==> src/rtl/seq_mult_pkg.sv <==
// Shared constants for the sequential shift-and-add multiplier.
// State encoding and counter-width helper used by seq_shift_add_mult.
package seq_mult_pkg;

    localparam logic [1:0] IDLE = 2'd0;
    localparam logic [1:0] RUN  = 2'd1;
    localparam logic [1:0] DONE = 2'd2;

    function automatic int cnt_w(input int width);
        return $clog2(width + 1);
    endfunction

endpackage

==> src/rtl/seq_mult_datapath.sv <==
// Accumulator and shift registers for the shift-and-add multiplier.
// Optional SEQ_MULT_SIGNED_EN adds magnitude capture and sign correction.
module seq_mult_datapath
    import seq_mult_pkg::*;
#(
    parameter int WIDTH = 8
) (
    input  logic               clk,
    input  logic               rst,
    input  logic               load,
    input  logic               step,
    input  logic [WIDTH-1:0]   a,
    input  logic [WIDTH-1:0]   b,
    input  logic               signed_op,
    output logic [2*WIDTH-1:0] result
);

    logic [2*WIDTH-1:0] acc;
    logic [2*WIDTH-1:0] a_sh;
    logic [2*WIDTH-1:0] acc_nxt;
    logic [WIDTH-1:0]   b_sh;
    logic [WIDTH-1:0]   a_ld;
    logic [WIDTH-1:0]   b_ld;

`ifdef SEQ_MULT_SIGNED_EN
    logic sign;
    logic sign_ld;

    // Magnitude of the most negative value still fits as an unsigned WIDTH-bit number.
    always_comb begin
        a_ld    = a;
        b_ld    = b;
        sign_ld = 1'b0;
        if (signed_op) begin
            if (a[WIDTH-1]) a_ld = -a;
            if (b[WIDTH-1]) b_ld = -b;
            sign_ld = a[WIDTH-1] ^ b[WIDTH-1];
        end
    end

    always_ff @(posedge clk) begin
        if (rst)       sign <= 1'b0;
        else if (load) sign <= sign_ld;
    end

    assign result = sign ? -acc_nxt : acc_nxt;
`else
    logic unused_signed_op;

    assign a_ld             = a;
    assign b_ld             = b;
    assign unused_signed_op = signed_op;
    assign result           = acc_nxt;
`endif

    assign acc_nxt = b_sh[0] ? acc + a_sh : acc;

    always_ff @(posedge clk) begin
        if (rst) begin
            acc  <= '0;
            a_sh <= '0;
            b_sh <= '0;
        end else if (load) begin
            acc  <= '0;
            a_sh <= {{WIDTH{1'b0}}, a_ld};
            b_sh <= b_ld;
        end else if (step) begin
            acc  <= acc_nxt;
            a_sh <= a_sh << 1;
            b_sh <= b_sh >> 1;
        end
    end

endmodule

==> src/rtl/seq_shift_add_mult.sv <==
// Sequential WIDTH x WIDTH shift-and-add multiplier with start/busy/done handshake.
// Define SEQ_MULT_SIGNED_EN to honour signed_op (two's-complement operands).
module seq_shift_add_mult
    import seq_mult_pkg::*;
#(
    parameter int WIDTH = 8
) (
    input  logic               clk,
    input  logic               rst,
    input  logic               start,
    input  logic [WIDTH-1:0]   a,
    input  logic [WIDTH-1:0]   b,
    input  logic               signed_op,
    output logic               busy,
    output logic               done,
    output logic [2*WIDTH-1:0] product
);

    localparam int CW = cnt_w(WIDTH);

    logic [1:0]         state;
    logic [CW-1:0]      cnt;
    logic               accept;
    logic               step;
    logic [2*WIDTH-1:0] result;

    assign busy   = (state == RUN);
    assign done   = (state == DONE);
    assign step   = busy;
    assign accept = start && (state == IDLE || state == DONE);

    seq_mult_datapath #(
        .WIDTH (WIDTH)
    ) u_dp (
        .clk       (clk),
        .rst       (rst),
        .load      (accept),
        .step      (step),
        .a         (a),
        .b         (b),
        .signed_op (signed_op),
        .result    (result)
    );

    // Latency is fixed at WIDTH steps; no early exit when b runs out of ones.
    always_ff @(posedge clk) begin
        if (rst) begin
            state   <= IDLE;
            cnt     <= '0;
            product <= '0;
        end else begin
            unique case (1'b1)
                (state == IDLE): begin
                    if (start) begin
                        state <= RUN;
                        cnt   <= CW'(WIDTH);
                    end
                end
                (state == RUN): begin
                    cnt <= cnt - CW'(1);
                    if (cnt == CW'(1)) begin
                        state   <= DONE;
                        product <= result;
                    end
                end
                (state == DONE): begin
                    if (start) begin
                        state <= RUN;
                        cnt   <= CW'(WIDTH);
                    end else begin
                        state <= IDLE;
                    end
                end
                default: state <= IDLE;
            endcase
        end
    end

endmodule

==> config.mk <==
export PLATFORM = sky130hd
export DESIGN_NAME = seq_shift_add_mult
export DESIGN_NICKNAME = d
export VERILOG_FILES = /design/src/rtl/seq_mult_pkg.sv /design/src/rtl/seq_mult_datapath.sv /design/src/rtl/seq_shift_add_mult.sv
export SDC_FILE = /design/constraint.sdc
export NUM_CORES = 1
export LEC_CHECK = 0
export ABC_AREA = 1
export BUFFER_PORTS_ARGS = -buffer_cell sky130_fd_sc_hd__buf_2
export CORE_MARGIN = 3
export CORE_UTILIZATION = 45
export DETAILED_ROUTE_END_ITERATION = 8
export HOLD_SLACK_MARGIN = 0.12
export PLACE_DENSITY = 0.66
export SYNTH_ARGS = -nofsm -noshare
export SYNTH_HDL_FRONTEND = slang
export SYNTH_SLANG_ARGS = --single-unit
==> constraint.sdc <==
create_clock -name clk -period 1.8 [get_ports clk]
set_clock_uncertainty 0.15 [all_clocks]
set_input_delay 0.18 -clock clk [delete_from_list [all_inputs] [get_ports clk]]
set_output_delay 0.18 -clock clk [all_outputs]
set_load 0.03 [all_outputs]
==> flow_metrics.py, run 1 <==
metrics = {
    "logic_synthesis": {
        "syn_avg_cell_area_sq_um": 6.474,
        "synth_top_family_by_area": "simple AND/OR/NAND/NOR gates",
        "synthXorXnorAreaFrac": 0.002429,
        "synth_top_cell_by_area": "dfxtp_1",
        "syn_nets": 595,
        "synth.distinct_cells": 37,
        "synth_top_area_frac": 0.3442,
        "synthCells": 557,
        "synth_simple_gate_area_share": 0.3244,
        "synth_fa_ha_area_frac": 0.06454,
        "synth_area_sq_um": 3606,
        "ys_ff_latch": 62,
        "synth_area_leaders": "dfxtp_1, nand2_1, inv_1",
        "yosys_warnings": 0,
        "synth_compound_area_frac": 0.1378,
        "synthMuxAreaShare": 0,
        "ys_seq_area_frac": 0.3442,
    },
    "die": {
        "die-area_sq_um": 9123,
        "ios": 38,
        "rows": 32,
        "core_area_sq_um": 7767,
        "die_x_um": 95.52,
        "fp.dieH_um": 95.52,
        "start_util": 0.4642,
    },
    "critical_path": {
        "reg2reg_setup_slack_ns": -0.14,
        "cp_slowest_cell": "fa_2",
        "critical_path.cell_chain": "ha_4 -> fa_2 -> nand2_2 -> nand2_2 -> nand3b_1 -> nand2_2 -> or2_0 -> nand3_1 -> o211ai_1 -> nand2_1 -> inv_1",
        "crit_type": "flop to flop",
        "cp_slowest_stage_delay_ns": 0.34,
        "cp_max_fo": 4,
        "r2r_cells": 11,
        "cp_data_required_time_ns": 1.88,
        "cp-end-kind": "flop",
        "cpMostUsedCell": "nand2_2",
        "worst_ep_arrival_time_ns": 2.03,
        "start_kind": "flop",
    },
    "cts": {
        "cts_tree": "done",
        "cts.sinks": 62,
        "clkLatencyLatePin_ns": 0.34,
        "path_clk_slew_ns": 0.07,
        "htree_levels": 3,
        "cts_buffers": 9,
        "clock-root-buffer": "clkbuf_8",
        "clk_path_buf_depth": 2,
    },
    "outcome": {
        "failed_checks": "setup timing",
        "outcome": "complete, but fails checks",
    },
    "detailed_routing": {
        "post_drt_wl_per_cell_um": 12.63,
        "drt_iter0_markers": 258,
        "vias": 3628,
        "ant_nets": 0,
        "viasPerCell": 4.876,
        "wl_um": 9394,
        "drc": 0,
        "drt_first_pass_iters": 4,
    },
    "grt": {
        "grt_pass1_wl_um": 15610,
        "grt_max_degree": 31,
        "antenna_found_initial": 0,
        "gr-usage-all-layers": 0.2178,
        "grt_pass1_vias": 3427,
        "overflow": 0,
    },
    "sta": {
        "finalWorstSetupSlack_ns": -0.1445,
        "period_needed_ns": 1.944,
        "fin_setup_tns_ns": -0.7127,
        "slew_viol_final": 0,
        "worst_pin_slew_ns": 0.5658,
        "post-route-period-util": 1.080,
        "clock.fmax_mhz": 514.3,
        "slew_headroom": 0.6214,
        "setup_viol": 11,
        "rsz0062_at_grt": "yes",
        "finalHoldViolCount": 0,
    },
    "min_path": {
        "hp-class": "primary input to flop",
        "hold_depth": 3,
    },
    "final_layout": {
        "regArea_sq_um": 1264,
        "layoutNonFillerInstCount": 744,
        "finalNetCount": 675,
        "final_cell_mix": "nand2_1, inv_1, nor2_1",
        "n_antenna_cell": 0,
        "utilization": 0.6171,
        "multi_input_area_sq_um": 2218,
        "layout_commonest_cell": "nand2_1",
        "drive_gt1_frac": 0.2664,
        "n_fill_cell": 694,
        "areaGrowthSynthToFinish_pct": 32.93,
    },
    "placement": {
        "gp_congestion": 0.8635,
        "io_buffer_count": 36,
        "dp_hpwl_um": 6526,
        "pre_cts_ws_ns": -0.1703,
        "dp_cells": 711,
    },
    "power": {
        "p_leak_uw": 0.002332,
        "finalPower_uw": 3618,
        "vdd_drop_max_uv": 604.5,
        "power.density_nw_per_um2": 754.9,
    },
    "flow_run": {
        "maxCapViolCount": 0,
    },
}
repair_timing:
item / CTS / global route
hold buffers: 16 / 0
gates resized for setup: 33 / 40
setup endpoints to repair: 26 / 28
setup buffers: 0 / 2
pin swaps: 7 / 8
endpoints found under the hold margin: 16 / 0
report_power, final:
| group | internal, uW | leakage, uW | switching, uW |
|---|---|---|---|
| combinational | 381 | 0.00172 | 515 |
| sequential | 1470 | 0.000512 | 81.1 |
| clock | 609 | 0.0000954 | 559 |
| total | 2460 | 0.00233 | 1160 |
synthesized netlist by cell type, drive strengths merged:
library cell / count
nand2: 149
inv: 88
nor2: 75
dfxtp: 62
nand3: 37
a21oi: 36
o21ai: 34
ha: 17
buf: 15
clkbuf: 7
a211oi: 6
o211ai: 5
or2: 5
nand3b: 4
nor3: 4
o22ai: 4
nor4: 2
a221oi: 1
and2: 1
clkinv: 1
fa: 1
nand4: 1
o31ai: 1
xnor2: 1
sequential cells by signal, indices dropped and copies added (netlist names):
signal     cells
product       16
u_dp.a_sh     16
u_dp.acc      16
cnt            4
u_dp.b_sh      8
state          2
routing by layer:
| metal | wire (um) | track usage | vias to the layer above |
|---|---|---|---|
| met5 | 0 | 0 | - |
| met4 | 102 | 0.06398 | 0 |
| met3 | 519 | 0.05604 | 13 |
| met2 | 4294 | 0.3394 | 77 |
| met1 | 4478 | 0.2967 | 1629 |
| li1 | - | - | 1909 |
cells by family (layout without fill, tap and decap cells):
family,count (synthesis),after routing
adders and majority gates,18,18
xor gates and xnor gates,1,1
AOI/OAI and AO/OA,87,87
DFF,62,62
buffers and inverters,111,196
and+or+nand+nor,278,278
final cells by class:
type,instances,area share
clock buffers,13,0.03524
clock inverters,3,0.003654
inverters,89,0.06996
multi-input cells,384,0.4628
flip-flops and latches,62,0.2636
well taps,102,0.02662
repair buffers,91,0.1381
critical path: cells and delay by family, from the launching register on:
family | cells | cell delay (ns)
flops | 1 | 0.33
simple gates | 7 | 0.73
fa+ha+maj | 2 | 0.50
compound gates | 1 | 0.09
buf+inv | 1 | 0.04
per-stage QoR:
| step | hold WS [ns] | area, sq um |
|---|---|---|
| after floorplan | 0.1085 | 3611 |
| after detailed placement | 0.2850 | 4095 |
| after CTS | 0.1394 | 4617 |
| after global routing | 0.1630 | 4793 |
| after global placement | 0.2807 | 4095 |
| final | 0.1486 | 4793 |
path summary, 6_finish.rpt:
| check | start | endpoint |
|---|---|---|
| hold reg to reg | u_dp.b_sh[6] | u_dp.b_sh[6] |
| setup reg to reg | u_dp.a_sh[0] | u_dp.acc[6] |
| setup / recovery | u_dp.a_sh[0] | u_dp.acc[6] |
| hold / removal | rst | u_dp.b_sh[6] |
(Power assumes the default switching activity.)
==> inputs of run 2 (changes only) <==
Settings changed: SYNTH_HIERARCHICAL set to 1.
==> flow_metrics.py, run 2 <==
metrics = {
    "outcome": {
        "outcome": "complete, but fails checks",
        "failed_checks": "setup timing",
    },
    "grt": {
        "overflow": 0,
        "grt_max_degree": 29,
        "antenna_found_initial": 0,
        "gr-usage-all-layers": 0.2286,
        "grt_pass1_vias": 3527,
        "grt_pass1_wl_um": 16220,
    },
    "detailed_routing": {
        "ant_nets": 0,
        "wl_um": 9987,
        "drt_first_pass_iters": 4,
        "vias": 3733,
        "post_drt_wl_per_cell_um": 13.62,
        "drt_iter0_markers": 149,
        "drc": 0,
        "viasPerCell": 5.093,
    },
    "sta": {
        "post-route-period-util": 1.066,
        "slew_headroom": 0.6473,
        "finalHoldViolCount": 0,
        "period_needed_ns": 1.918,
        "rsz0062_at_grt": "yes",
        "finalWorstSetupSlack_ns": -0.1185,
        "slew_viol_final": 0,
        "setup_viol": 14,
        "clock.fmax_mhz": 521.2,
        "fin_setup_tns_ns": -1.170,
        "worst_pin_slew_ns": 0.5285,
    },
    "final_layout": {
        "multi_input_area_sq_um": 2243,
        "utilization": 0.6296,
        "layout_commonest_cell": "nand2_1",
        "final_cell_mix": "nand2_1, inv_1, nor2_1",
        "areaGrowthSynthToFinish_pct": 34.74,
        "drive_gt1_frac": 0.3043,
        "n_fill_cell": 679,
        "top_regs": "product: 16 flops, u_dp/a_sh: 16 flops, u_dp/acc: 16 flops",
        "regArea_sq_um": 1272,
        "finalNetCount": 665,
        "n_antenna_cell": 0,
    },
    "power": {
        "sw_frac_of_total": 0.3051,
        "vdd_drop_max_uv": 558.9,
        "pwr-share-seq": 0.401,
        "p_switching_uw": 1186,
        "p_comb_frac": 0.245,
        "p_clk_frac": 0.354,
        "power.density_nw_per_um2": 791.0,
        "intPower_uw": 2702,
        "p_leak_uw": 0.002406,
        "finalPower_uw": 3888,
    },
    "logic_synthesis": {
        "synth_simple_gate_area_share": 0.3179,
        "synth_top_family_by_area": "simple AND/OR/NAND/NOR gates",
        "syn_nets": 573,
        "synth_ff_type": "dfxtp_1",
        "synthCells": 535,
        "synth_compound_area_frac": 0.1564,
        "async_reset_ff_frac": 0,
        "synth.distinct_cells": 43,
        "synth_top_cell_by_area": "dfxtp_1",
        "synth_fa_ha_area_frac": 0.06379,
        "synthTopCellsByCount": "nand2_1, inv_1, nor2_1, dfxtp_1, o21ai_0",
        "synth_area_leaders": "dfxtp_1, nand2_1, inv_1",
        "ys_seq_area_frac": 0.3402,
        "synthMuxAreaShare": 0,
        "synth_edf_count": 0,
        "synthXorXnorAreaFrac": 0.002401,
        "synth_area_sq_um": 3648,
        "ys_ff_latch": 62,
        "syn_avg_cell_area_sq_um": 6.820,
        "synth_most_common_cell": "nand2_1",
        "synth_top_area_frac": 0.3402,
        "yosys_warnings": 6,
    },
    "cts": {
        "path_clk_slew_ns": 0.07,
        "htree_levels": 3,
        "clk_path_buf_depth": 2,
        "cts_tree": "done",
        "cts.sinks": 62,
        "clkLatencyLatePin_ns": 0.35,
        "clock-root-buffer": "clkbuf_8",
        "cts_buffers": 9,
    },
    "die": {
        "fp.dieH_um": 96.05,
        "die-area_sq_um": 9225,
        "core_area_sq_um": 7807,
        "start_util": 0.4673,
        "rows": 32,
        "die_x_um": 96.05,
        "ios": 38,
    },
    "critical_path": {
        "cp-end-kind": "flop",
        "cp_max_fo": 4,
        "cp_slowest_stage_delay_ns": 0.36,
        "cp_num_buf_inv": 0,
        "critical_path.cell_chain": "ha_4 -> fa_2 -> nand2_2 -> nand2_2 -> nand3b_1 -> nand2_2 -> or2_1 -> nand3_2 -> o21ai_1 -> nor2_1 -> nor2_1",
        "start_kind": "flop",
        "cp_slowest_cell": "dfxtp_4",
        "worst_ep_arrival_time_ns": 2.01,
        "path_delay_family": "simple AND/OR/NAND/NOR gates",
        "cp_data_required_time_ns": 1.90,
        "cpMostUsedCell": "nand2_2",
        "crit_type": "flop to flop",
    },
    "placement": {
        "pre_cts_ws_ns": -0.1597,
        "dp_hpwl_um": 6740,
        "gp_congestion": 0.8696,
        "io_buffer_count": 36,
    },
    "min_path": {
        "hp-class": "primary input to flop",
    },
    "flow_run": {
        "maxCapViolCount": 0,
    },
}
==> run 2: cell types whose count changed after synthesis, sizes merged, moves of 2 or more <==
cell / delta
o21ai: +9
nand2: -20
a21oi: -6
buf: -5
inv: -4
nor3: +7
o221ai: +8
o211ai: -2
a211oi: -2
nor4: -2
nand3: -10
a31oi: +5
==> run 2: path summary, 6_finish.rpt <==
check	start	to	slack, ns	depth (start not counted)
min reg2reg	u_dp/a_sh[15]	u_dp/a_sh[15]	0.34	2
min	rst	u_dp/a_sh[13]	0.21	5
max reg2reg	u_dp/acc[0]	product[6]	-0.12	11
max	u_dp/acc[0]	product[6]	-0.12	11
==> run 2: cell type report <==
type | count | area share
timing repair buffer | 98 | 0.1448
tap | 102 | 0.02596
multi-input combinational | 370 | 0.4564
timing repair inverter | 1 | 0.001527
inverter | 85 | 0.06897
sequential | 62 | 0.2588
clock buffer | 12 | 0.02952
clock inverter | 3 | 0.01400
==> run 2: cells by family after synthesis <==
kind of cell             after synthesis
AO/OA/AOI/OAI                         97
buffers and inverters                103
AND/OR/NAND/NOR                      254
XOR/XNOR                               1
flip-flops                            62
adder cells (fa/ha/maj)               18
==> run 2: per-layer routing <==
metal,track usage,vias up,share of wire
li1,-,1903,-
met1,0.2633,1731,0.43
met2,0.4025,79,0.52
met3,0.05317,20,0.035
met4,0.09597,0,0.020
met5,0,-,0
==> run 2: power by group through the flow <==
stage	logic [uW]	registers (uW)	clock network, uW
floorplan	523	1580	0
global placement	793	1560	0
detailed placement	809	1570	0
CTS	891	1550	1410
global route	1060	1570	1470
finish	951	1560	1380
==> run 2: what timing repair did <==
item / 4_1_cts / 5_1_grt
hold buffers: 20 / 0
endpoints found under the setup margin: 22 / 34
endpoints found under the hold margin: 21 / 0
gates resized for setup: 24 / 46
pin swaps: 14 / 17
gates cloned: 0 / 1
setup buffers: 2 / 2
==> run 2: per-stage QoR <==
stage,cells,hold WS (ns),instance area (sq um)
final,733,0.2078,4916
after global routing,733,0.2069,4916
after CTS,730,0.1865,4761
after detailed placement,693,0.2827,4164
after global placement,693,0.2852,4164
after floorplan,535,0.09907,3670
==> run 2: tightest hold or removal path: cells and delay by family <==
family,cells,cell delay (ns)
simple gates,1,0.07
buf+inv,2,0.29
compound gates,2,0.12
==> inputs of run 3 (changes only) <==
Settings changed: PLACE_DENSITY 0.66 to not set.
Clock period 1.8 ns to 2.2 ns, I/O delays scaled along.
==> flow_metrics.py, run 3 (synthesized netlist as in run 2, its figures left out) <==
metrics = {
    "outcome": {
        "outcome": "completed",
    },
    "final_layout": {
        "top_regs": "product: 16 flops, u_dp/a_sh: 16 flops, u_dp/acc: 16 flops",
        "drive_gt1_frac": 0.1697,
        "layout_commonest_cell": "nand2_1",
        "multi_input_area_sq_um": 1979,
        "regArea_sq_um": 1241,
        "finalNetCount": 628,
        "n_fill_cell": 821,
        "layoutNonFillerInstCount": 697,
        "final_cell_mix": "nand2_1, inv_1, nor2_1",
        "areaGrowthSynthToFinish_pct": 16.77,
        "n_antenna_cell": 0,
    },
    "sta": {
        "slew_headroom": 0.6699,
        "whs_ns": 0.3206,
        "period_needed_ns": 2.080,
        "fin_setup_tns_ns": 0,
        "worst_pin_slew_ns": 0.4944,
        "clock.fmax_mhz": 480.8,
        "setup_viol": 0,
        "rsz0062_at_grt": "yes",
        "finalHoldViolCount": 0,
        "slew_viol_final": 0,
        "post-route-period-util": 0.9454,
    },
    "critical_path": {
        "worst_ep_arrival_time_ns": 2.21,
        "startpoint": "u_dp/acc[0]",
        "cp_max_fo": 4,
        "reg2reg_from": "u_dp/acc[0]",
        "crit_type": "flop to flop",
        "start_kind": "flop",
        "cp-end-kind": "flop",
        "cp_data_required_time_ns": 2.33,
    },
    "cts": {
        "clk_path_buf_depth": 2,
        "cts_buffers": 9,
        "htree_levels": 3,
        "clkLatencyLatePin_ns": 0.33,
        "post-cts-setup-buffers": 0,
        "path_clk_slew_ns": 0.07,
        "cts_tree": "done",
        "clock-root-buffer": "clkbuf_8",
        "cts.sinks": 62,
    },
    "placement": {
        "gp_congestion": 0.8381,
        "dp_hpwl_um": 6323,
        "io_buffer_count": 36,
        "dp_cells": 662,
    },
    "detailed_routing": {
        "drc": 0,
        "met1_length_um": 3974,
        "drt_iter0_markers": 106,
        "top_layer": "met4",
        "viasPerCell": 4.912,
        "post_drt_wl_per_cell_um": 12.58,
        "ant_nets": 0,
        "vias": 3424,
        "wl_met2_um": 4370,
        "wl_um": 8768,
        "drt_first_pass_iters": 4,
        "dr_wl_met3_um": 321,
    },
    "die": {
        "die-area_sq_um": 9225,
        "die_x_um": 96.05,
        "rows": 32,
        "fp.dieH_um": 96.05,
        "core_area_sq_um": 7807,
        "start_util": 0.4673,
        "ios": 38,
    },
    "flow_run": {
        "maxCapViolCount": 0,
    },
    "power": {
        "vdd_drop_max_uv": 467.2,
        "power.density_nw_per_um2": 641.1,
        "p_leak_uw": 0.002219,
    },
    "grt": {
        "grt_pass1_vias": 3177,
        "overflow": 0,
        "gr-usage-all-layers": 0.2027,
        "grt_pass1_wl_um": 14480,
        "grt_max_degree": 29,
        "antenna_found_initial": 0,
    },
    "min_path": {
        "min_from": "u_dp/b_sh[4]",
        "hp-class": "flop to flop",
    },
}
run 3: changes by cell type in the layout (fill, tap and decap cells not counted), moves of 13 or more:
cell     before  now
ha_4         13    0
nand2_1     107  120
buf_4        40    7
ha_1          4   17
dfxtp_2      13    0
dfxtp_1      45   62
run 3: final cells by class:
type	count	share of cell area
clock buffers	10	0.02996
inverters	85	0.07606
multi-input cells	370	0.4646
flip-flops and latches	62	0.2913
well taps	102	0.02996
clock inverters	6	0.008811
repair buffers	62	0.09927
run 3: report_power, final:
part	internal, uW	switching (uW)	total [uW]
logic	221	384	605
clock network	407	462	868
registers	1200	54.7	1260
total	1830	900	2730
run 3: what timing repair did:
action | CTS | global route
resized for setup | 0 | 2
endpoints found under the hold margin | 21 | 0
hold buffers | 19 | 0
setup endpoints to repair | 0 | 5
run 3: metal layers:
layer / vias to the layer above / track usage
met5: - / 0
met3: 6 / 0.04926
met1: 1539 / 0.2387
met4: 0 / 0.06043
met2: 52 / 0.3611
li1: 1827 / -
run 3: path summary, 6_finish.rpt:
check,to,slack [ns],cells after the start
worst max register to register,product[4],0.12,10
worst max-delay path,product[4],0.12,10
worst min-delay path,u_dp/b_sh[4],0.32,2
worst min register to register,u_dp/b_sh[4],0.32,2
run 3: critical path: stages, from the launching register on:
cell and delay, ns:
dfxtp_1 0.31, ha_1 0.21, fa_1 0.39, nand2_1 0.10, nand2_1 0.07, and2_4 0.15
nand2_1 0.05, nand2_1 0.05, o22ai_1 0.34, nor2_1 0.09, nor2_1 0.10
run 3: per-stage QoR:
stage	worst slack, ns	total power [uW]	utilization	instance area, sq um
finish	0.1202	2731	0.5457	4260
CTS	0.06403	2767	0.5447	4253
global route	-0.01730	2896	0.5457	4260
floorplan	0.2850	1714	-	3649
global placement	0.09987	1849	0.4992	3897
detailed placement	0.05479	1861	0.4992	3897
